===== config.mk =====
export PLATFORM = sky130hd
export DESIGN_NAME = spram_bist_ctrl
export DESIGN_NICKNAME = d
export VERILOG_FILES = /design/src/rtl/spram_bist_pkg.sv /design/src/rtl/spram_bist_chk.sv /design/src/rtl/spram_bist_ctrl.sv
export SDC_FILE = /design/constraint.sdc
export NUM_CORES = 1
export LEC_CHECK = 0
export ABC_AREA = 1
export CAP_MARGIN = 5
export CORE_MARGIN = 2
export CORE_UTILIZATION = 51
export CTS_CLUSTER_DIAMETER = 60
export CTS_CLUSTER_SIZE = 8
export DETAILED_ROUTE_END_ITERATION = 6
export GPL_ROUTABILITY_DRIVEN = 0
export PLACE_DENSITY = 0.83
export SLEW_MARGIN = 15
export SYNTH_ARGS = -nofsm -noshare
export SYNTH_HDL_FRONTEND = slang
export SYNTH_SLANG_ARGS = --single-unit

===== constraint.sdc =====
create_clock -name clk -period 5 [get_ports clk]
set_input_delay 1.5 -clock clk [delete_from_list [all_inputs] [get_ports clk]]
set_output_delay 1.5 -clock clk [all_outputs]
set_load 0.02 [all_outputs]

===== src/rtl/spram_bist_pkg.sv =====
// Shared definitions for the single-port RAM BIST controller:
// pattern codes, FSM state encoding and the address-to-data pattern function.
package spram_bist_pkg;

    typedef enum logic [1:0] {
        PAT_DESCEND     = 2'd0,
        PAT_ADDR        = 2'd1,
        PAT_CHECKER     = 2'd2,
        PAT_INV_CHECKER = 2'd3
    } pattern_e;

    typedef enum logic [2:0] {
        ST_IDLE  = 3'd0,
        ST_WRITE = 3'd1,
        ST_GAP   = 3'd2,
        ST_READ  = 3'd3,
        ST_DRAIN = 3'd4,
        ST_DONE  = 3'd5
    } bist_state_e;

    localparam logic [63:0] CHECKER_EVEN = {32{2'b10}};
    localparam logic [63:0] CHECKER_ODD  = {32{2'b01}};

    // Produces a 64-bit word; callers keep the low DATA_WIDTH bits, which turns
    // ~addr into all-ones minus addr modulo 2**DATA_WIDTH.
    function automatic logic [63:0] pattern_word(input logic [63:0] addr, input pattern_e pat);
        logic [63:0] word;
        case (pat)
            PAT_DESCEND:     word = ~addr;
            PAT_ADDR:        word = addr;
            PAT_CHECKER:     word = addr[0] ? CHECKER_ODD : CHECKER_EVEN;
            PAT_INV_CHECKER: word = addr[0] ? CHECKER_EVEN : CHECKER_ODD;
            default:         word = '0;
        endcase
        return word;
    endfunction

endpackage


===== src/rtl/spram_bist_chk.sv =====
// Read-data checker: delays valid/expected/address by the RAM read latency,
// compares against returned data, counts mismatches and captures the first one.
module spram_bist_chk
    import spram_bist_pkg::*;
#(
    parameter int ADDR_WIDTH    = 9,
    parameter int DATA_WIDTH    = 16,
    parameter int RD_LATENCY    = 1,
    parameter int ERR_CNT_WIDTH = 3
) (
    input  logic                     clk,
    input  logic                     tb_rst,
    input  logic                     clear,
    input  logic                     rd_valid,
    input  logic [DATA_WIDTH-1:0]    exp_data,
    input  logic [ADDR_WIDTH-1:0]    rd_addr,
    input  logic [DATA_WIDTH-1:0]    ram_rd_data,
    output logic [ERR_CNT_WIDTH-1:0] err_cnt,
    output logic                     first_err_valid,
    output logic [ADDR_WIDTH-1:0]    first_err_addr
);

    localparam int LAST = RD_LATENCY - 1;
    localparam logic [ERR_CNT_WIDTH-1:0] ERR_MAX = '1;

    logic                  vld_q [RD_LATENCY];
    logic [DATA_WIDTH-1:0] exp_q [RD_LATENCY];
    logic [ADDR_WIDTH-1:0] adr_q [RD_LATENCY];
    logic                  mismatch;

    always_ff @(posedge clk or posedge tb_rst) begin
        if (tb_rst) begin
            for (int i = 0; i < RD_LATENCY; i++) begin
                vld_q[i] <= 1'b0;
                exp_q[i] <= '0;
                adr_q[i] <= '0;
            end
        end else begin
            vld_q[0] <= rd_valid;
            exp_q[0] <= exp_data;
            adr_q[0] <= rd_addr;
            for (int i = 1; i < RD_LATENCY; i++) begin
                vld_q[i] <= vld_q[i-1];
                exp_q[i] <= exp_q[i-1];
                adr_q[i] <= adr_q[i-1];
            end
        end
    end

    assign mismatch = vld_q[LAST] && (ram_rd_data != exp_q[LAST]);

    always_ff @(posedge clk or posedge tb_rst) begin
        if (tb_rst) begin
            err_cnt         <= '0;
            first_err_valid <= 1'b0;
            first_err_addr  <= '0;
        end else if (clear) begin
            err_cnt         <= '0;
            first_err_valid <= 1'b0;
            first_err_addr  <= '0;
        end else if (mismatch) begin
            if (err_cnt != ERR_MAX) begin
                err_cnt <= err_cnt + 1'b1;
            end
            if (!first_err_valid) begin
                first_err_valid <= 1'b1;
                first_err_addr  <= adr_q[LAST];
            end
        end
    end

endmodule


===== src/rtl/spram_bist_ctrl.sv =====
// BIST controller for single-port RAMs: one full write pass of a selectable
// pattern, one full read pass, and a pass/fail verdict from the checker.
//
// state    | meaning
// ---------+-------------------------------------------------------------
// IDLE     | waiting for start; results of the last test held
// WRITE    | writing pattern(addr) to addr 0..depth-1
// GAP      | one dead cycle between passes, address parked at 0
// READ     | reading addr 0..depth-1, expected data fed to checker
// DRAIN    | RD_LATENCY cycles so the final read is compared
// DONE     | one-cycle done pulse, pass becomes valid
module spram_bist_ctrl
    import spram_bist_pkg::*;
#(
    parameter int ADDR_WIDTH    = 9,
    parameter int DATA_WIDTH    = 16,
    parameter int RD_LATENCY    = 1,
    parameter int ERR_CNT_WIDTH = 3
) (
    input  logic                     clk,
    input  logic                     tb_rst,
    input  logic                     start,
    input  logic [1:0]               pattern,
    output logic [ADDR_WIDTH-1:0]    ram_addr,
    output logic                     ram_wr_en,
    output logic [DATA_WIDTH-1:0]    ram_wr_data,
    input  logic [DATA_WIDTH-1:0]    ram_rd_data,
    output logic                     busy,
    output logic                     done,
    output logic                     pass,
    output logic [ERR_CNT_WIDTH-1:0] err_cnt,
    output logic                     first_err_valid,
    output logic [ADDR_WIDTH-1:0]    first_err_addr
);

    localparam int DRAIN_W = (RD_LATENCY < 2) ? 1 : $clog2(RD_LATENCY);
    localparam logic [DRAIN_W-1:0]    DRAIN_LOAD = DRAIN_W'(RD_LATENCY - 1);
    localparam logic [ADDR_WIDTH-1:0] ADDR_LAST  = '1;

    bist_state_e           state_q, state_d;
    logic [ADDR_WIDTH-1:0] addr_q;
    logic [DRAIN_W-1:0]    drain_q;
    pattern_e              pat_q;
    logic                  pass_hold_q;
    logic                  start_acc;
    logic                  rd_valid;
    logic [DATA_WIDTH-1:0] pat_data;

    assign start_acc = start && (state_q == ST_IDLE);

    always_ff @(posedge clk or posedge tb_rst) begin
        if (tb_rst) begin
            state_q <= ST_IDLE;
        end else begin
            state_q <= state_d;
        end
    end

    always_comb begin
        state_d = state_q;
        case (state_q)
            ST_IDLE:  if (start) state_d = ST_WRITE;
            ST_WRITE: if (addr_q == ADDR_LAST) state_d = ST_GAP;
            ST_GAP:   state_d = ST_READ;
            ST_READ:  if (addr_q == ADDR_LAST) state_d = ST_DRAIN;
            ST_DRAIN: if (drain_q == '0) state_d = ST_DONE;
            ST_DONE:  state_d = ST_IDLE;
            default:  state_d = ST_IDLE;
        endcase
    end

    always_comb begin
        busy        = (state_q != ST_IDLE);
        done        = (state_q == ST_DONE);
        ram_wr_en   = (state_q == ST_WRITE);
        rd_valid    = (state_q == ST_READ);
        pat_data    = DATA_WIDTH'(pattern_word(64'(addr_q), pat_q));
        ram_wr_data = ram_wr_en ? pat_data : '0;
        ram_addr    = addr_q;
        pass        = ((state_q == ST_DONE) || pass_hold_q) && (err_cnt == '0);
    end

    // Address wraps to 0 on its own after the last location of each pass.
    always_ff @(posedge clk or posedge tb_rst) begin
        if (tb_rst) begin
            addr_q <= '0;
        end else if ((state_q == ST_WRITE) || (state_q == ST_READ)) begin
            addr_q <= addr_q + 1'b1;
        end else begin
            addr_q <= '0;
        end
    end

    always_ff @(posedge clk or posedge tb_rst) begin
        if (tb_rst) begin
            drain_q <= DRAIN_LOAD;
        end else if (state_q == ST_DRAIN) begin
            drain_q <= drain_q - 1'b1;
        end else begin
            drain_q <= DRAIN_LOAD;
        end
    end

    always_ff @(posedge clk or posedge tb_rst) begin
        if (tb_rst) begin
            pat_q       <= PAT_DESCEND;
            pass_hold_q <= 1'b0;
        end else if (start_acc) begin
            pat_q       <= pattern_e'(pattern);
            pass_hold_q <= 1'b0;
        end else if (state_q == ST_DONE) begin
            pass_hold_q <= 1'b1;
        end
    end

    spram_bist_chk #(
        .ADDR_WIDTH    (ADDR_WIDTH),
        .DATA_WIDTH    (DATA_WIDTH),
        .RD_LATENCY    (RD_LATENCY),
        .ERR_CNT_WIDTH (ERR_CNT_WIDTH)
    ) u_chk (
        .clk             (clk),
        .tb_rst          (tb_rst),
        .clear           (start_acc),
        .rd_valid        (rd_valid),
        .exp_data        (pat_data),
        .rd_addr         (addr_q),
        .ram_rd_data     (ram_rd_data),
        .err_cnt         (err_cnt),
        .first_err_valid (first_err_valid),
        .first_err_addr  (first_err_addr)
    );

endmodule


==> summary by stage, run 1 <==
Critical path
The setup slack of the most critical reg-to-reg path is between 2 and 3 ns. Walking the worst path, the cells encountered are inv_2 -> nor2_4 -> inv_2 -> nor2_4 -> inv_2 -> nor2_1 -> clkdlybuf4s50_1. Among the stages of the critical path, the cell type that occurs most often is sky130_fd_sc_hd__inv_2. The worst setup path is launched from a flop. On the worst path, the slowest cell contributes a delay of just under 0.7 ns. The required time at the endpoint of the critical path is around 3.5 ns.

The capture instance of the worst register-to-register path is state_q[0]$_DFFE_PP0P_. The critical path's slowest cell is sky130_fd_sc_hd__clkdlybuf4s50_1. The number of cells on the worst reg-to-reg path is 12. The reg-to-reg critical path startpoint is ram_addr[1]$_DFF_PP0_. Data on the critical path arrives at its endpoint at between 2 and 2.5 ns.

The maximum fanout along the worst path is 7. The start-to-end type of the worst setup path is reg -> out. STA classifies the critical path endpoint as an output port.

GRT
The global routing usage summed across all routing layers is a little over a fifth. After global routing the overflow that remains totals 0. The first global-routing pass estimated 8720 µm of wire. The maximum number of pins on one net before global-route repair is 51. The via count of the first global-routing pass was ~2k. The initial antenna violation count was 0.

Timing
Setup repair after global routing left no endpoint under its margin. The worst setup margin is approximately 1.2 ns. The final critical path takes up around 76% of the cycle. The setup TNS is 0 ns. The final number of max-transition violations is 0. The time the final worst path needs with I/O delays and setup is 3.81 ns. Setup violations remaining at the end of the flow were counted as 0.

The clock arrives with 0.00651 ns of skew. For the pin with the worst max-slew slack, the measured transition is 0.972 ns. The remaining max-slew budget at the tightest pin is between 30% and 40%. Static timing analysis puts the maximum clock frequency at around 260 MHz. The final hold violation count is 0.

Layout
The most common cell after layout, fill and taps aside is sky130_fd_sc_hd__nand2_1. The area overhead of the layout relative to synthesis is 29.9%. The repair_antennas step left the layout with diodes totalling 0.

In the final design database the tool counted between 300 and 400 nets. After filler insertion, the fill cell instance count of the layout stands at 378. Cells with a size suffix above 1 make up about 8.4% of the layout. In the layout the commonest cells are sky130_fd_sc_hd__nand2_1, sky130_fd_sc_hd__clkdlybuf4s50_1, sky130_fd_sc_hd__dfrtp_1.

Detailed routing
The total DRC errors in the routed layout is 0. The total via count in the routed design is around 2.2k. The count of antenna-violating nets left after detailed routing is 0.

The length of the first detailed-routing pass in iterations is 4. After the first detailed-routing iteration, the DRC count stood at approximately 150. Dividing the detail-routed via count by the number of cells gives between 4 and 5. Dividing the detail-routed wire length by the instance count gives 12.5 µm. The final wirelength is around 5500 µm.

Clocking
After clock tree synthesis, the setup repair step added 0 buffers. The count of clock tree sinks is 50. Hold repair after CTS inserted 0 buffers. The later pin in the worst-skew pair is clocked with a latency of roughly 0.31 ns. The number of CTS-inserted buffers is 5.

TritonCTS built the clock tree. The maximum root-to-sink buffer count is 2. In this run the number of H-tree levels came out at 2. The clock-pin slew of the registers on the worst-case setup and hold paths is about 0.080 ns. The tree is rooted in a sky130_fd_sc_hd__clkbuf_8. Post-CTS repair changed the size of 0 cells.

Yosys
The yosys synthesis warning count is 0. Synthesis produced a netlist with a net count of 335. The number of synthesized register bits is 50. In the post-synthesis netlist, the biggest area contributors are sky130_fd_sc_hd__dfrtp_1, sky130_fd_sc_hd__nand2_1, sky130_fd_sc_hd__inv_1. In this run the biggest area consumer among cell types represents 50.3% of the synthesized area. In this run, distinct cell masters in the synthesized netlist total 27. The count of mapped cells out of synthesis is approximately 310. The average cell area after synthesis is 8.06 µm².

The proportion of register bits with asynchronous set or reset after synthesis is 100%. In this run the cell area of the synthesized design comes to ~2500 µm². The predominant post-synthesis flop cell is sky130_fd_sc_hd__dfrtp_1. The cell taking the most area after synthesis is sky130_fd_sc_hd__dfrtp_1. The synthesized design contains 0 enable-type register cells. The fraction of the yosys area taken by sequential cells is 50.3%.

Power
The design draws just under 0.0009 W. The leakage power figure is about 1.7 nW. VDD sags by at most between 0.2 and 0.25 mV.

The power density relative to cell area is about 270 nW/µm².

Placed design
The placed wire-length estimate after detailed placement is 4250 µm. The number of buffers added on ports is just over 60. OpenSTA, run right after detailed placement, puts the worst setup slack at roughly 1.6 ns.

Floorplan
From left edge to right edge, the die measures 73.9 µm. The die covers 5460 µm². 63 I/O pins were placed. The number of standard-cell rows in the floorplan is 25. The initial utilization of the core area, before any placement, comes to 52.7%. In this run the vertical extent of the chip is between 70 and 80 µm.

The area inside the core boundary is 4720 µm².

Hold path
In this run the most critical hold path is launched from drain_q$_DFF_PP0_. The class of the worst hold path is reg -> reg. The worst hold path endpoint is drain_q$_DFF_PP0_. Counting instances, the worst hold path has a depth of 1.

Run status
The flow ran to the end, and the final reports show no timing, DRC or antenna violations.

Job
Max-cap violations in this run came to 0.
## state kept, by name, summed over array words and instances (netlist names)
| register | cells |
|---|---|
| u_chk.first_err_addr | 9 |
| pat_q | 2 |
| u_chk.err_cnt | 3 |
| drain_q | 1 |
| u_chk.exp_q | 11 |
| ram_addr | 9 |
| state_q | 3 |
| u_chk.first_err_valid | 1 |
| u_chk.vld_q | 1 |
| pass_hold_q | 1 |
| u_chk.adr_q | 9 |
## synth_stat cells (2+ instances only)
library cell / number
sky130_fd_sc_hd__buf_4: 5
sky130_fd_sc_hd__ha_1: 5
sky130_fd_sc_hd__o21ai_2: 2
sky130_fd_sc_hd__inv_1: 49
sky130_fd_sc_hd__nand2_2: 3
sky130_fd_sc_hd__dfrtp_1: 50
sky130_fd_sc_hd__nor2_1: 36
sky130_fd_sc_hd__buf_6: 2
sky130_fd_sc_hd__a31oi_1: 4
sky130_fd_sc_hd__or2_2: 3
sky130_fd_sc_hd__nor2_4: 5
sky130_fd_sc_hd__o211ai_1: 2
sky130_fd_sc_hd__nand2_1: 78
sky130_fd_sc_hd__nand3_2: 3
sky130_fd_sc_hd__inv_2: 4
sky130_fd_sc_hd__nand3_1: 29
sky130_fd_sc_hd__o21ai_0: 8
sky130_fd_sc_hd__nor2_2: 3
sky130_fd_sc_hd__a21oi_1: 10
## worst max-delay path by stage
stage,start,cells past startpoint,to,slack (ns)
floorplan,state_q[0]$_DFFE_PP0P_,7,ram_wr_data[12],1.88
global placement,state_q[0]$_DFFE_PP0P_,7,ram_wr_data[10],1.67
CTS,state_q[0]$_DFFE_PP0P_,7,ram_wr_data[9],1.18
detailed placement,state_q[0]$_DFFE_PP0P_,7,ram_wr_data[9],1.58
global route,state_q[0]$_DFFE_PP0P_,7,ram_wr_data[9],1.10
finish,state_q[0]$_DFFE_PP0P_,7,ram_wr_data[9],1.19
## metal layers
layer / vias up / share of wire [%] / GRT usage [%]
li1: 1078 / - / -
met1: 1002 / 42 / 27.1
met2: 69 / 51 / 36.3
met3: 11 / 4.9 / 5.49
met4: 0 / 2.2 / 7.68
met5: - / 0 / 0
## worst max-delay path, delay by kind of cell (launching register included)
kind                   cells  cell delay, ns
flip-flops                 1            0.42
AND/OR/NAND/NOR            3            0.59
buffers and inverters      4            0.98
## cells by family after synthesis
logic type	count (synthesis)	share of synthesized area (%)
buf+inv	61	10.6
xor+xnor	1	0.352
flops	50	50.3
compound gates	29	6.68
fa+ha+maj	5	2.51
simple gates	163	29.6
## cell type report
| class | instances | area, µm² | area share, % |
|---|---|---|---|
| clock buffer | 7 | 76.3 | 2.36 |
| clock inverter | 1 | 30.0 | 0.928 |
| inverter | 53 | 199 | 6.15 |
| multi-input combinational | 198 | 975 | 30.1 |
| sequential | 50 | 1250 | 38.7 |
| tap | 67 | 83.8 | 2.59 |
| timing repair buffer | 62 | 621 | 19.2 |
## through the flow
stage               instances  utilization, %  cell area [µm²]  hold slack (ns)
detailed placement        430            66.3             3130            0.421
global route              438            68.5             3240            0.462
finish                    438            68.5             3240            0.428
CTS                       438            68.5             3240            0.433
floorplan                 309               -             2490            0.402
global placement          430            66.3             3130            0.418
## where the power goes
part	internal [W]	switching (W)
Combinational	0.0000734	0.0000886
Sequential	0.000427	0.0000178
Clock	0.000150	0.000131
Total	0.000650	0.000237
No activity file was read; power rests on OpenSTA's default activity.
==> run 2: changes to the inputs <==
--- a/config.mk
+++ b/config.mk
@@ -8,12 +8,12 @@
 export ABC_AREA = 1
 export CAP_MARGIN = 5
 export CORE_MARGIN = 2
-export CORE_UTILIZATION = 51
+export CORE_UTILIZATION = 44
 export CTS_CLUSTER_DIAMETER = 60
 export CTS_CLUSTER_SIZE = 8
 export DETAILED_ROUTE_END_ITERATION = 6
 export GPL_ROUTABILITY_DRIVEN = 0
-export PLACE_DENSITY = 0.83
+export PLACE_DENSITY = 0.76
 export SLEW_MARGIN = 15
 export SYNTH_ARGS = -nofsm -noshare
 export SYNTH_HDL_FRONTEND = slang
==> constraint.sdc (replaced) <==
create_clock -name clk -period 3.4 [get_ports clk]
set_input_delay 1.02 -clock clk [delete_from_list [all_inputs] [get_ports clk]]
set_output_delay 1.02 -clock clk [all_outputs]
set_load 0.02 [all_outputs]
==> run 2 against run 1 <==
Effect of this change: final cell count up 1.6%; critical endpoint is now ram_wr_data[15]; first-iteration DRC count down 13%; flip-flop and latch count unchanged; sequential power up 47%; setup slack worse by 1.0 ns; total power up 41%; routed wire length up 0.42%; combinational power up 50%; via count down 2.9%; non-clock buffer count up 2.
==> summary by stage, run 2 (same netlist as run 1, synthesis figures left out) <==
Clocking
The number of CTS-inserted buffers is 5 (unchanged). The number of setup buffers added after CTS came to 0 (unchanged). The maximum root-to-sink buffer count is 2 (unchanged).

The source-to-sink clock delay at the later pin of the worst-skew pair is 0.31 ns (about the same). The count of clock tree sinks came to 50 (unchanged). The number of buffers added to fix hold violations after cts was 0 (unchanged). The number of H-tree branching levels is 2 (unchanged). The post-cts sizing count is 0 (unchanged). The cell chosen for the clock root is sky130_fd_sc_hd__clkbuf_8 (unchanged). The CTS tree is yes (unchanged). The clock-pin slew of the registers on the worst-case setup and hold paths was 0.08 ns (about the same).

Detailed routing
The uppermost metal layer occupied by signal nets is met4 (unchanged). The total DRC errors in the routed layout is 0 (unchanged). The total via count in the routed design was 2098 (was 2160). The length of the first detailed-routing pass in iterations is 4 (unchanged).

The wire length on met3 is 341 µm (was 268 µm). The average detailed-routed wire length per instance came to 12.4 µm (was 12.5 µm). The wire length the detailed router placed on met1 is 2540 µm (was 2280 µm).

The routed via count divided by cell count is 4.71 (was 4.93). The number of DRC markers after the initial detailed-route iteration is 129 (was 149). The final wirelength is 5510 µm (was 5480 µm). The count of antenna-violating nets left after detailed routing is 0 (unchanged). The met2 layer wire length in the routed design is 2510 µm (was 2810 µm).

Critical path
Cell-by-cell listing of the critical path: inv_2 -> nor2_4 -> inv_2 -> nor2_4 -> inv_2 -> nor2_1 -> clkdlybuf4s50_1 (unchanged). The length in cells of the worst reg-to-reg path is 12 (unchanged). The critical path's slowest cell is sky130_fd_sc_hd__clkdlybuf4s50_1 (unchanged). The maximum fanout along the worst path is 7 (unchanged).

The required time at the endpoint of the critical path came to 2.38 ns (was 3.50 ns). The setup slack of the most critical reg-to-reg path came to 1.31 ns (was 2.89 ns). The start-to-end type of the worst setup path is reg -> out (unchanged).

The critical path arrival is 2.22 ns (was 2.31 ns). The highest cell delay on the worst timing path came to 0.65 ns (was 0.69 ns). The category of the worst setup path capture point is an output port (unchanged). The reg-to-reg critical path startpoint is ram_addr[1]$_DFF_PP0_ (unchanged). The capture instance of the worst register-to-register path was state_q[0]$_DFFE_PP0P_ (unchanged). The kind of cell adding the most delay to the critical path was buffers and inverters (unchanged). The cell occurring most often along the worst timing path is sky130_fd_sc_hd__inv_2 (unchanged). The combined buffer and inverter count along the critical path is 4 (unchanged). The kind of start point of the critical path is a flop (unchanged).

Floorplan
The number of standard-cell rows in the floorplan is 27 (was 25). The height of the die is 79.2 µm (was 73.9 µm). The area inside the core boundary was 5470 µm² (was 4720 µm²). The die area came to 6280 µm² (was 5460 µm²). The boundary pin count is 63 (unchanged). The effective utilization at floorplan was 45.5% (was 52.7%).

The die boundary width is 79.2 µm (was 73.9 µm).

Timing
The count of endpoints failing setup in the final report is 0 (unchanged). The clock tree skew after final layout is 0.00652 ns (was 0.00651 ns). The achievable frequency is between 300 and 400 MHz. The remaining max-slew budget at the tightest pin is 58.7% (was 35.1%).

The setup TNS was 0 ns (unchanged). The routed design could run at a clock period as short as about 3.2 ns. The final hold violation count came to 0 (unchanged).

Unrepaired setup endpoints after global routing: false (unchanged). The transition time at the pin with the least slew margin came to 0.620 ns (was 0.972 ns). The ratio of final minimum period to clock period is between 90 and 100%. The worst setup margin came to 0.157 ns (was 1.19 ns). The final number of max-transition violations is 0 (unchanged).

GRT
The maximum number of pins on one net before global-route repair is 51 (unchanged). The first-pass GRT wire length is 9430 µm (was 8720 µm). The residual overflow from global routing is 0 (unchanged). The initial antenna violation count is 0 (unchanged). The via count of the first global-routing pass is 2047 (was 1990). The global routing usage summed across all routing layers was 19.4% (was 21.7%).

Power
The power density relative to cell area came to 384 nW/µm² (was 274 nW/µm²). The part of the power in combinational logic was 19.5% (was 18.3%). The total net switching power was 0.000348 W (was 0.000237 W). The switching power as a share of total power came to 27.9% (was 26.8%). The leakage power figure is 1.76 nW (was 1.66 nW). The internal power is 0.000902 W (was 0.000650 W).

The proportion of power drawn by flip-flops and latches was 52.3% (was 50.1%). The proportion of power drawn by the clock network came to 28.2% (was 31.6%). The maximum ir drop on the vdd rail came to 0.228 mV (was 0.216 mV).

Job
The count of max-cap constraint violations was 0 (unchanged).

Placed design
The placed wire-length estimate after detailed placement is 4220 µm (was 4250 µm). The placed standard-cell area was 3150 µm² (was 3130 µm²). The pre-CTS setup slack is 0.466 ns (was 1.58 ns).

The number of buffers added on ports is 62 (unchanged).

Layout
The proportion of layout cells with a drive suffix above 1 is 9.12% (was 8.36%). Most frequent cells in the layout: sky130_fd_sc_hd__nand2_1, sky130_fd_sc_hd__clkdlybuf4s50_1, sky130_fd_sc_hd__dfrtp_1 (unchanged). The top register by number of flip-flops is u_chk.exp_q (unchanged). The area overhead of the layout relative to synthesis is 30.7% (was 29.9%). The post-layout net count is 398 (was 396).

The most common cell after layout, fill and taps aside is sky130_fd_sc_hd__nand2_1 (unchanged). The area of all placed cells without fillers was 3250 µm² (was 3240 µm²). The number of flip-flops in the largest register is 11 (unchanged). The number of diodes was 0 (unchanged).

Run status
Outcome: completed (unchanged).

Hold path
The worst hold path endpoint is drain_q$_DFF_PP0_ (unchanged). The worst min-delay path startpoint is drain_q$_DFF_PP0_ (unchanged). The class of the worst hold path is reg -> reg (unchanged).

The number of cells on the worst hold path is 1 (unchanged).
==> run 2: cell types whose count changed in the layout (fill, tap and decap cells not counted), sizes merged <==
cell	previous run	this run
clkdlybuf4s50	62	57
dlymetal6s2s	0	5
buf	0	2
bufinv	1	0
clkinv	0	1
==> run 2: layer usage <==
metal	vias up	track usage [%]
li1	1079	-
met1	952	26.9
met2	58	29.7
met3	9	3.98
met4	0	8.28
met5	-	0
==> run 2: worst max path at each step <==
| stage | from | depth (start not counted) | endpoint |
|---|---|---|---|
| floorplan | state_q[0]$_DFFE_PP0P_ | 7 | ram_wr_data[12] |
| global placement | state_q[0]$_DFFE_PP0P_ | 7 | ram_wr_data[14] |
| detailed placement | state_q[0]$_DFFE_PP0P_ | 7 | ram_wr_data[13] |
| CTS | state_q[0]$_DFFE_PP0P_ | 7 | ram_wr_data[13] |
| global route | state_q[0]$_DFFE_PP0P_ | 7 | ram_wr_data[15] |
| finish | state_q[0]$_DFFE_PP0P_ | 7 | ram_wr_data[15] |
==> run 2: layout make-up <==
type | instances | area [µm²]
Clock inverter | 1 | 5.00
Clock buffer | 7 | 86.3
Sequential cell | 50 | 1250
Multi-Input combinational cell | 198 | 975
Tap cell | 72 | 90.1
Timing Repair Buffer | 64 | 648
Fill cell | 488 | 2220
Inverter | 53 | 199
==> run 2: stage by stage <==
stage	util [%]	cells	total power [W]	hold WS [ns]
finish	59.5	445	0.00125	0.428
global route	59.5	445	0.00133	0.452
CTS	59.2	445	0.00126	0.429
detailed placement	57.6	437	0.000914	0.416
global placement	57.6	437	0.000902	0.411
floorplan	-	309	0.000816	0.402
==> run 2: power groups by stage <==
stage | Clock, W | Combinational (W) | Sequential [W]
after floorplan | 0 | 0.000133 | 0.000683
after global placement | 0 | 0.000236 | 0.000666
after detailed placement | 0 | 0.000247 | 0.000667
after CTS | 0.000359 | 0.000247 | 0.000655
after global routing | 0.000390 | 0.000284 | 0.000660
final | 0.000353 | 0.000243 | 0.000654
==> run 3: changes to the inputs <==
--- a/config.mk
+++ b/config.mk
@@ -6,15 +6,14 @@
 export NUM_CORES = 1
 export LEC_CHECK = 0
 export ABC_AREA = 1
-export CAP_MARGIN = 5
 export CORE_MARGIN = 2
-export CORE_UTILIZATION = 44
-export CTS_CLUSTER_DIAMETER = 60
+export CORE_UTILIZATION = 46
 export CTS_CLUSTER_SIZE = 8
 export DETAILED_ROUTE_END_ITERATION = 6
 export GPL_ROUTABILITY_DRIVEN = 0
-export PLACE_DENSITY = 0.76
+export PLACE_DENSITY = 0.77
 export SLEW_MARGIN = 15
 export SYNTH_ARGS = -nofsm -noshare
 export SYNTH_HDL_FRONTEND = slang
+export SYNTH_HIERARCHICAL = 1
 export SYNTH_SLANG_ARGS = --single-unit
==> run 3 against run 2 <==
Effect of this change: area after synthesis up 12%; first-iteration DRC count down 19%; design area up 8.1%; global-route usage down 1.2 points.
==> summary by stage, run 3 <==
Timing
The ratio of final minimum period to clock period is 93.8% (was 95.4%). The achievable frequency is 314 MHz (was 308 MHz). The time the final worst path needs with I/O delays and setup is 3.19 ns (was 3.24 ns). The final hold violation count is 0 (unchanged). The setup TNS is 0 ns (unchanged). The count of endpoints failing setup in the final report was 0 (unchanged). The worst hold slack across all endpoints was 0.434 ns (was 0.428 ns). The final number of max-transition violations is 0 (unchanged). The clock tree skew after final layout was 0.00988 ns (was 0.00652 ns). The remaining max-slew budget at the tightest pin is 56.6% (was 58.7%). The transition time at the pin with the least slew margin is 0.650 ns (was 0.620 ns). Unrepaired setup endpoints after global routing: false (unchanged).

Clocking
The maximum root-to-sink buffer count came to 2 (unchanged). The source-to-sink clock delay at the later pin of the worst-skew pair is 0.31 ns (about the same). The CTS tree is yes (unchanged). The number of setup buffers added after CTS is 0 (unchanged).

The number of CTS-inserted buffers is 5 (unchanged). The count of clock tree sinks is 55 (was 50). The clock-pin slew of the registers on the worst-case setup and hold paths is 0.10 ns (was 0.08 ns). The cell chosen for the clock root was sky130_fd_sc_hd__clkbuf_8 (unchanged).

The number of H-tree branching levels was 2 (unchanged).

Floorplan
The die boundary width came to 81.9 µm (was 79.2 µm). The boundary pin count came to 63 (unchanged). The area inside the core boundary is 5890 µm² (was 5470 µm²). The number of standard-cell rows in the floorplan was 28 (was 27). The height of the die is 81.9 µm (was 79.2 µm). The die area is 6710 µm² (was 6280 µm²). The effective utilization at floorplan is 47.4% (was 45.5%).

Yosys
The post-synthesis cell type count was 28 (was 27). The fraction of synthesized cell area taken by the top area cell type was 49.3% (was 50.3%). The predominant post-synthesis flop cell is sky130_fd_sc_hd__dfrtp_1 (unchanged). The number of synthesized register bits came to 55 (was 50).

The cell area after synthesis is 2790 µm² (was 2490 µm²). The fraction of the yosys area taken by sequential cells came to 49.3% (was 50.3%). The proportion of register bits with asynchronous set or reset after synthesis is 100% (unchanged). Most common library cells after synthesis: sky130_fd_sc_hd__nand2_1, sky130_fd_sc_hd__inv_1, sky130_fd_sc_hd__dfrtp_1, sky130_fd_sc_hd__nor2_1, sky130_fd_sc_hd__nand3_1 (was sky130_fd_sc_hd__nand2_1, sky130_fd_sc_hd__dfrtp_1, sky130_fd_sc_hd__inv_1, sky130_fd_sc_hd__nor2_1, sky130_fd_sc_hd__nand3_1). The number of nets in the synthesized netlist is 375 (was 335).

Leading cell types by total area after synthesis: sky130_fd_sc_hd__dfrtp_1, sky130_fd_sc_hd__nand2_1, sky130_fd_sc_hd__inv_1 (unchanged). The average cell area after synthesis came to 7.98 µm² (was 8.06 µm²). The number of synthesized flops with an enable pin was 0 (unchanged). The most numerous cell in the Yosys netlist is sky130_fd_sc_hd__nand2_1 (unchanged).

The yosys synthesis warning count was 6 (was 0). The cell taking the most area after synthesis is sky130_fd_sc_hd__dfrtp_1 (unchanged). The count of mapped cells out of synthesis is 350 (was 309).

Layout
The area overhead of the layout relative to synthesis is 26.0% (was 30.7%). The area of all placed cells without fillers came to 3520 µm² (was 3250 µm²). The number of diodes is 0 (unchanged). The fill cell instance count of the final layout is 504 (was 488). The number of flip-flops in the largest register is 16 (was 11). The proportion of layout cells with a drive suffix above 1 is 8.98% (was 9.12%). The most common cell after layout, fill and taps aside is sky130_fd_sc_hd__nand2_1 (unchanged). The top register by number of flip-flops is u_chk/exp_q (was u_chk.exp_q).

Most frequent cells in the layout: sky130_fd_sc_hd__nand2_1, sky130_fd_sc_hd__clkdlybuf4s50_1, sky130_fd_sc_hd__inv_1 (was sky130_fd_sc_hd__nand2_1, sky130_fd_sc_hd__clkdlybuf4s50_1, sky130_fd_sc_hd__dfrtp_1). The share of the core filled with cells is 59.8% (was 59.5%). The post-layout net count was 436 (was 398).

Placed design
The placed standard-cell area came to 3430 µm² (was 3150 µm²). The number of buffers added on ports is 62 (unchanged). The placed wire-length estimate after detailed placement came to 4310 µm (was 4220 µm).

Critical path
The start-to-end type of the worst setup path is reg -> out (unchanged). The critical path arrival is 2.17 ns (was 2.22 ns). The category of the worst setup path capture point is an output port (unchanged).

The kind of start point of the critical path was a flop (unchanged). The required time at the endpoint of the critical path is 2.38 ns (about the same). The maximum fanout along the worst path is 10 (was 7).

Power
The power density relative to cell area came to 875 nW/µm² (was 384 nW/µm²). The maximum ir drop on the vdd rail is 0.591 mV (was 0.228 mV). The leakage power figure is 1.86 nW (was 1.76 nW).

GRT
The residual overflow from global routing is 0 (unchanged). The via count of the first global-routing pass is 2009 (was 2047). The first-pass GRT wire length was 9190 µm (was 9430 µm). The global routing usage summed across all routing layers is 18.2% (was 19.4%).

The maximum number of pins on one net before global-route repair came to 40 (was 51). The initial antenna violation count is 0 (unchanged).

Detailed routing
The length of the first detailed-routing pass in iterations is 6 (was 4). The average detailed-routed wire length per instance is 11.7 µm (was 12.4 µm). The number of DRC markers after the initial detailed-route iteration is 105 (was 129). The total via count in the routed design is 2287 (was 2098). The count of antenna-violating nets left after detailed routing is 0 (unchanged).

The total DRC errors in the routed layout is 0 (unchanged). The routed via count divided by cell count was 4.70 (was 4.71). The final wirelength is 5680 µm (was 5510 µm).

Run status
Outcome: completed (unchanged).

Job
The count of max-cap constraint violations is 0 (unchanged).

Hold path
The class of the worst hold path was reg -> reg (unchanged).
run 3: timing repair:
item	in CTS	in global routing
hold buffers	0	0
setup endpoints to repair	0	1
gates resized for setup	0	1
run 3: cell families after synthesis:
family	share of synthesized area, %
AND/OR/NAND/NOR	33.1
buffers and inverters	11.4
flip-flops	49.3
AO/OA/AOI/OAI	4.39
adder cells (fa/ha/maj)	1.79
run 3: where the power goes:
part           leakage, nW  internal [W]  switching, W  total [W]
sequential           0.702      0.000874      0.000219    0.00109
clock               0.0412      0.000144      0.000203   0.000348
combinational         1.12      0.000680      0.000960    0.00164
run 3: worst paths after layout:
check / startpoint / endpoint / slack [ns] / cells past startpoint
min in group asynchronous: tb_rst / pass_hold_q$_DFFE_PP0P_ / 1.12 / 2
max in group asynchronous: tb_rst / pat_q[1]$_DFFE_PP0P_ / 1.81 / 2
hold / removal: drain_q$_DFF_PP0_ / drain_q$_DFF_PP0_ / 0.43 / 1
setup / recovery: ram_addr[0]$_DFF_PP0_ / ram_wr_data[5] / 0.21 / 5
hold reg to reg: drain_q$_DFF_PP0_ / drain_q$_DFF_PP0_ / 0.43 / 1
setup reg to reg: ram_addr[0]$_DFF_PP0_ / state_q[1]$_DFFE_PP0P_ / 1.49 / 10
run 3: routing by layer:
| metal | global-route usage (%) | share of wire (%) |
|---|---|---|
| met1 | 24.9 | 46 |
| met2 | 29.0 | 48 |
| met3 | 3.63 | 5.4 |
| met4 | 6.17 | 1.4 |
| met5 | 0 | 0 |
run 3: cell type report:
type | instances | area (µm²) | share of cell area (%)
multi-input combinational | 224 | 1100 | 31.2
timing repair buffer | 63 | 628 | 17.9
sequential | 55 | 1380 | 39.2
tap | 75 | 93.8 | 2.67
inverter | 62 | 238 | 6.76
clock buffer | 6 | 72.6 | 2.06
clock inverter | 2 | 12.5 | 0.356
run 3: through the flow:
step	worst slack [ns]	std cells	total power (W)
after global routing	0.0782	487	0.00333
after detailed placement	0.537	479	0.00275
after global placement	0.590	479	0.00271
final	0.211	487	0.00308
after CTS	0.181	487	0.00310
after floorplan	0.860	350	0.00220
run 3: worst max-delay path, cell delays in order (launching register included):
cell,delay (ns)
sky130_fd_sc_hd__dfrtp_1,0.61
sky130_fd_sc_hd__nand3_2,0.14
sky130_fd_sc_hd__nand2_2,0.16
sky130_fd_sc_hd__o21ai_1,0.12
sky130_fd_sc_hd__a21oi_1,0.20
sky130_fd_sc_hd__clkdlybuf4s50_1,0.64
==> RTL edit (flow settings as in run 3) <==
Reset style: synchronous (`tb_rst`), changed in 6 clocked blocks.
--- a/src/rtl/spram_bist_chk.sv
+++ b/src/rtl/spram_bist_chk.sv
@@ -28,7 +28,7 @@
     logic [ADDR_WIDTH-1:0] adr_q [RD_LATENCY];
     logic                  mismatch;
 
-    always_ff @(posedge clk or posedge tb_rst) begin
+    always_ff @(posedge clk) begin
         if (tb_rst) begin
             for (int i = 0; i < RD_LATENCY; i++) begin
                 vld_q[i] <= 1'b0;
@@ -49,7 +49,7 @@
 
     assign mismatch = vld_q[LAST] && (ram_rd_data != exp_q[LAST]);
 
-    always_ff @(posedge clk or posedge tb_rst) begin
+    always_ff @(posedge clk) begin
         if (tb_rst) begin
             err_cnt         <= '0;
             first_err_valid <= 1'b0;
--- a/src/rtl/spram_bist_ctrl.sv
+++ b/src/rtl/spram_bist_ctrl.sv
@@ -48,7 +48,7 @@
 
     assign start_acc = start && (state_q == ST_IDLE);
 
-    always_ff @(posedge clk or posedge tb_rst) begin
+    always_ff @(posedge clk) begin
         if (tb_rst) begin
             state_q <= ST_IDLE;
         end else begin
@@ -81,7 +81,7 @@
     end
 
     // Address wraps to 0 on its own after the last location of each pass.
-    always_ff @(posedge clk or posedge tb_rst) begin
+    always_ff @(posedge clk) begin
         if (tb_rst) begin
             addr_q <= '0;
         end else if ((state_q == ST_WRITE) || (state_q == ST_READ)) begin
@@ -91,7 +91,7 @@
         end
     end
 
-    always_ff @(posedge clk or posedge tb_rst) begin
+    always_ff @(posedge clk) begin
         if (tb_rst) begin
             drain_q <= DRAIN_LOAD;
         end else if (state_q == ST_DRAIN) begin
@@ -101,7 +101,7 @@
         end
     end
 
-    always_ff @(posedge clk or posedge tb_rst) begin
+    always_ff @(posedge clk) begin
         if (tb_rst) begin
             pat_q       <= PAT_DESCEND;
             pass_hold_q <= 1'b0;
Function: differs if tb_rst is asserted again (counterexample within 4 cycles, from zero or initial values and one cycle with tb_rst high); with tb_rst held inactive, the same outputs for 10 cycles.
==> RTL edit against run 3 <==
Setup slack got worse by 0.028 ns; synthesized cell count rose by 18%; routed wire length rose by 1.9%; global-route usage rose by 1.3 points; sequential cell count did not move; area after synthesis fell by 1.7%; design area fell by 0.18%; critical path type unchanged.
Power is not compared: it rests on default switching activity, and its combinational part moved more than twofold at a synthesized area within 25%.
==> RTL edit: results (changes against run 3) <==
<table>
<tr><th>Metric</th><th>Value</th></tr>
<tr><th colspan="2">Outcome</th></tr>
<tr><td>Run status</td><td>finished clean</td></tr>
<tr><th colspan="2">Routing</th></tr>
<tr><td>Initial DRT Pass Iterations</td><td>4 (-2)</td></tr>
<tr><td>Total met3 wirelength after detailed routing</td><td>301 um (-1.6%)</td></tr>
<tr><td>Met2 routed wirelength</td><td>2790 um (+3.3%)</td></tr>
<tr><td>Post-Route M1 WL</td><td>2640 um (+1.8%)</td></tr>
<tr><td>Overall via count from detail_route</td><td>2,450 (+7.1%)</td></tr>
<tr><td>Number of DRC markers after the initial detailed-route iteration</td><td>112 (+6.7%)</td></tr>
<tr><td>Total length of routed wires</td><td>5790 um (+1.9%)</td></tr>
<tr><th colspan="2">Timing</th></tr>
<tr><td>Final WS setup</td><td>0.183 ns (-0.0280 ns)</td></tr>
<tr><td>Max-slew headroom</td><td>50.8% (-5.9 points)</td></tr>
<tr><th colspan="2">Synthesis</th></tr>
<tr><td>Leading post-synthesis cells by instance count</td><td>95 x sky130_fd_sc_hd__nand2_1, 93 x sky130_fd_sc_hd__inv_1, 80 x sky130_fd_sc_hd__nor2_1, 55 x sky130_fd_sc_hd__dfxtp_1, 15 x sky130_fd_sc_hd__nand3_1</td></tr>
<tr><td>Post-synthesis net count</td><td>437 (+17%)</td></tr>
<tr><td>Number of library cell types mapped by synthesis</td><td>34 (+21%)</td></tr>
<tr><td>Sequential fraction of the synthesis area</td><td>40.1% (-9.2 points)</td></tr>
<tr><td>FFs w/ async S/R, synth</td><td>0% (-100 points)</td></tr>
<tr><td>Most frequently used flop master after synthesis</td><td>sky130_fd_sc_hd__dfxtp_1</td></tr>
<tr><td>Fraction of post-synthesis cell area in the top cell type by area</td><td>40.1% (-9.2 points)</td></tr>
<tr><td>Top post-synthesis cells by area</td><td>sky130_fd_sc_hd__dfxtp_1 40%, sky130_fd_sc_hd__nand2_1 13%, sky130_fd_sc_hd__inv_1 13%, sky130_fd_sc_hd__nor2_1 11%, sky130_fd_sc_hd__nand3_1 2.7%</td></tr>
<tr><th colspan="2">GRT</th></tr>
<tr><td>Pin count of the biggest net entering global routing</td><td>35 (-13%)</td></tr>
<tr><td>Number of global-route vias before repair</td><td>2,401 (+20%)</td></tr>
<tr><td>Global-route wire length before repair</td><td>10,100 um (+9.8%)</td></tr>
<tr><th colspan="2">Place</th></tr>
<tr><td>Count of placed standard cells including taps</td><td>538 (+12%)</td></tr>
<tr><td>Placed Area</td><td>0.00337 mm^2 (-1.7%)</td></tr>
<tr><th colspan="2">Final layout</th></tr>
<tr><td>Cell Count, Final, Fillers Out</td><td>546 (+12%)</td></tr>
<tr><td>Layout filler cell count</td><td>520 (+3.2%)</td></tr>
<tr><td>Net count of the finished layout</td><td>495 (+14%)</td></tr>
<tr><td>Share of cells above drive strength 1</td><td>7.64% (-1.3 points)</td></tr>
<tr><th colspan="2">Critical path</th></tr>
<tr><td>Critical path peak fanout</td><td>11 (+1)</td></tr>
<tr><td>Crit path DAT</td><td>2.20 ns (+0.03 ns)</td></tr>
</table>
RTL edit: cell types whose count changed in the layout (fill, tap and decap cells not counted), sizes merged, moves of 14 or more:
cell / run 3 / this run
dfxtp: 0 / 55
nor2: 55 / 89
nand3: 33 / 19
dfrtp: 55 / 0
inv: 62 / 96
RTL edit: kinds of logic after synthesis:
kind of cell	count (synthesis)	share of synthesized area (%)
simple gates	220	34.8
flops	55	40.1
buf+inv	108	16.4
compound gates	23	6.16
fa+ha+maj	4	1.82
xor+xnor	2	0.639
RTL edit: layout make-up:
class                           count  area share, %
Timing Repair Buffer               63           17.9
Clock buffer                        5           1.96
Inverter                           96           10.3
Clock inverter                      3           1.92
Tap cell                           75           2.67
Sequential cell                    55           31.4
Multi-Input combinational cell    249           33.9
RTL edit: worst paths after layout:
path | startpoint | slack, ns | endpoint
worst max-delay path | pat_q[0] | 0.18 | ram_wr_data[0]
worst min-delay path | drain_q | 0.44 | drain_q
worst max register to register | ram_addr[1] | 1.54 | state_q[1]
worst min register to register | drain_q | 0.44 | drain_q
RTL edit: worst register-to-register path, delay by kind of cell (launching register included):
family	cells	cell delay, ns
flops	1	0.46
simple gates	8	0.92
fa+ha+maj	2	0.40
RTL edit: routing by layer:
layer,track usage (%),up-vias
li1,-,1324
met1,22.4,1069
met2,35.3,51
met3,5.11,6
met4,6.10,0
met5,0,-
RTL edit: power breakdown:
group | internal [W] | leakage, nW | switching [W] | total (W)
combinational | 0.000205 | 1.23 | 0.000282 | 0.000486
clock | 0.000294 | 0.0644 | 0.000214 | 0.000507
sequential | 0.000692 | 0.450 | 0.0000369 | 0.000729
total | 0.00119 | 1.74 | 0.000532 | 0.00172
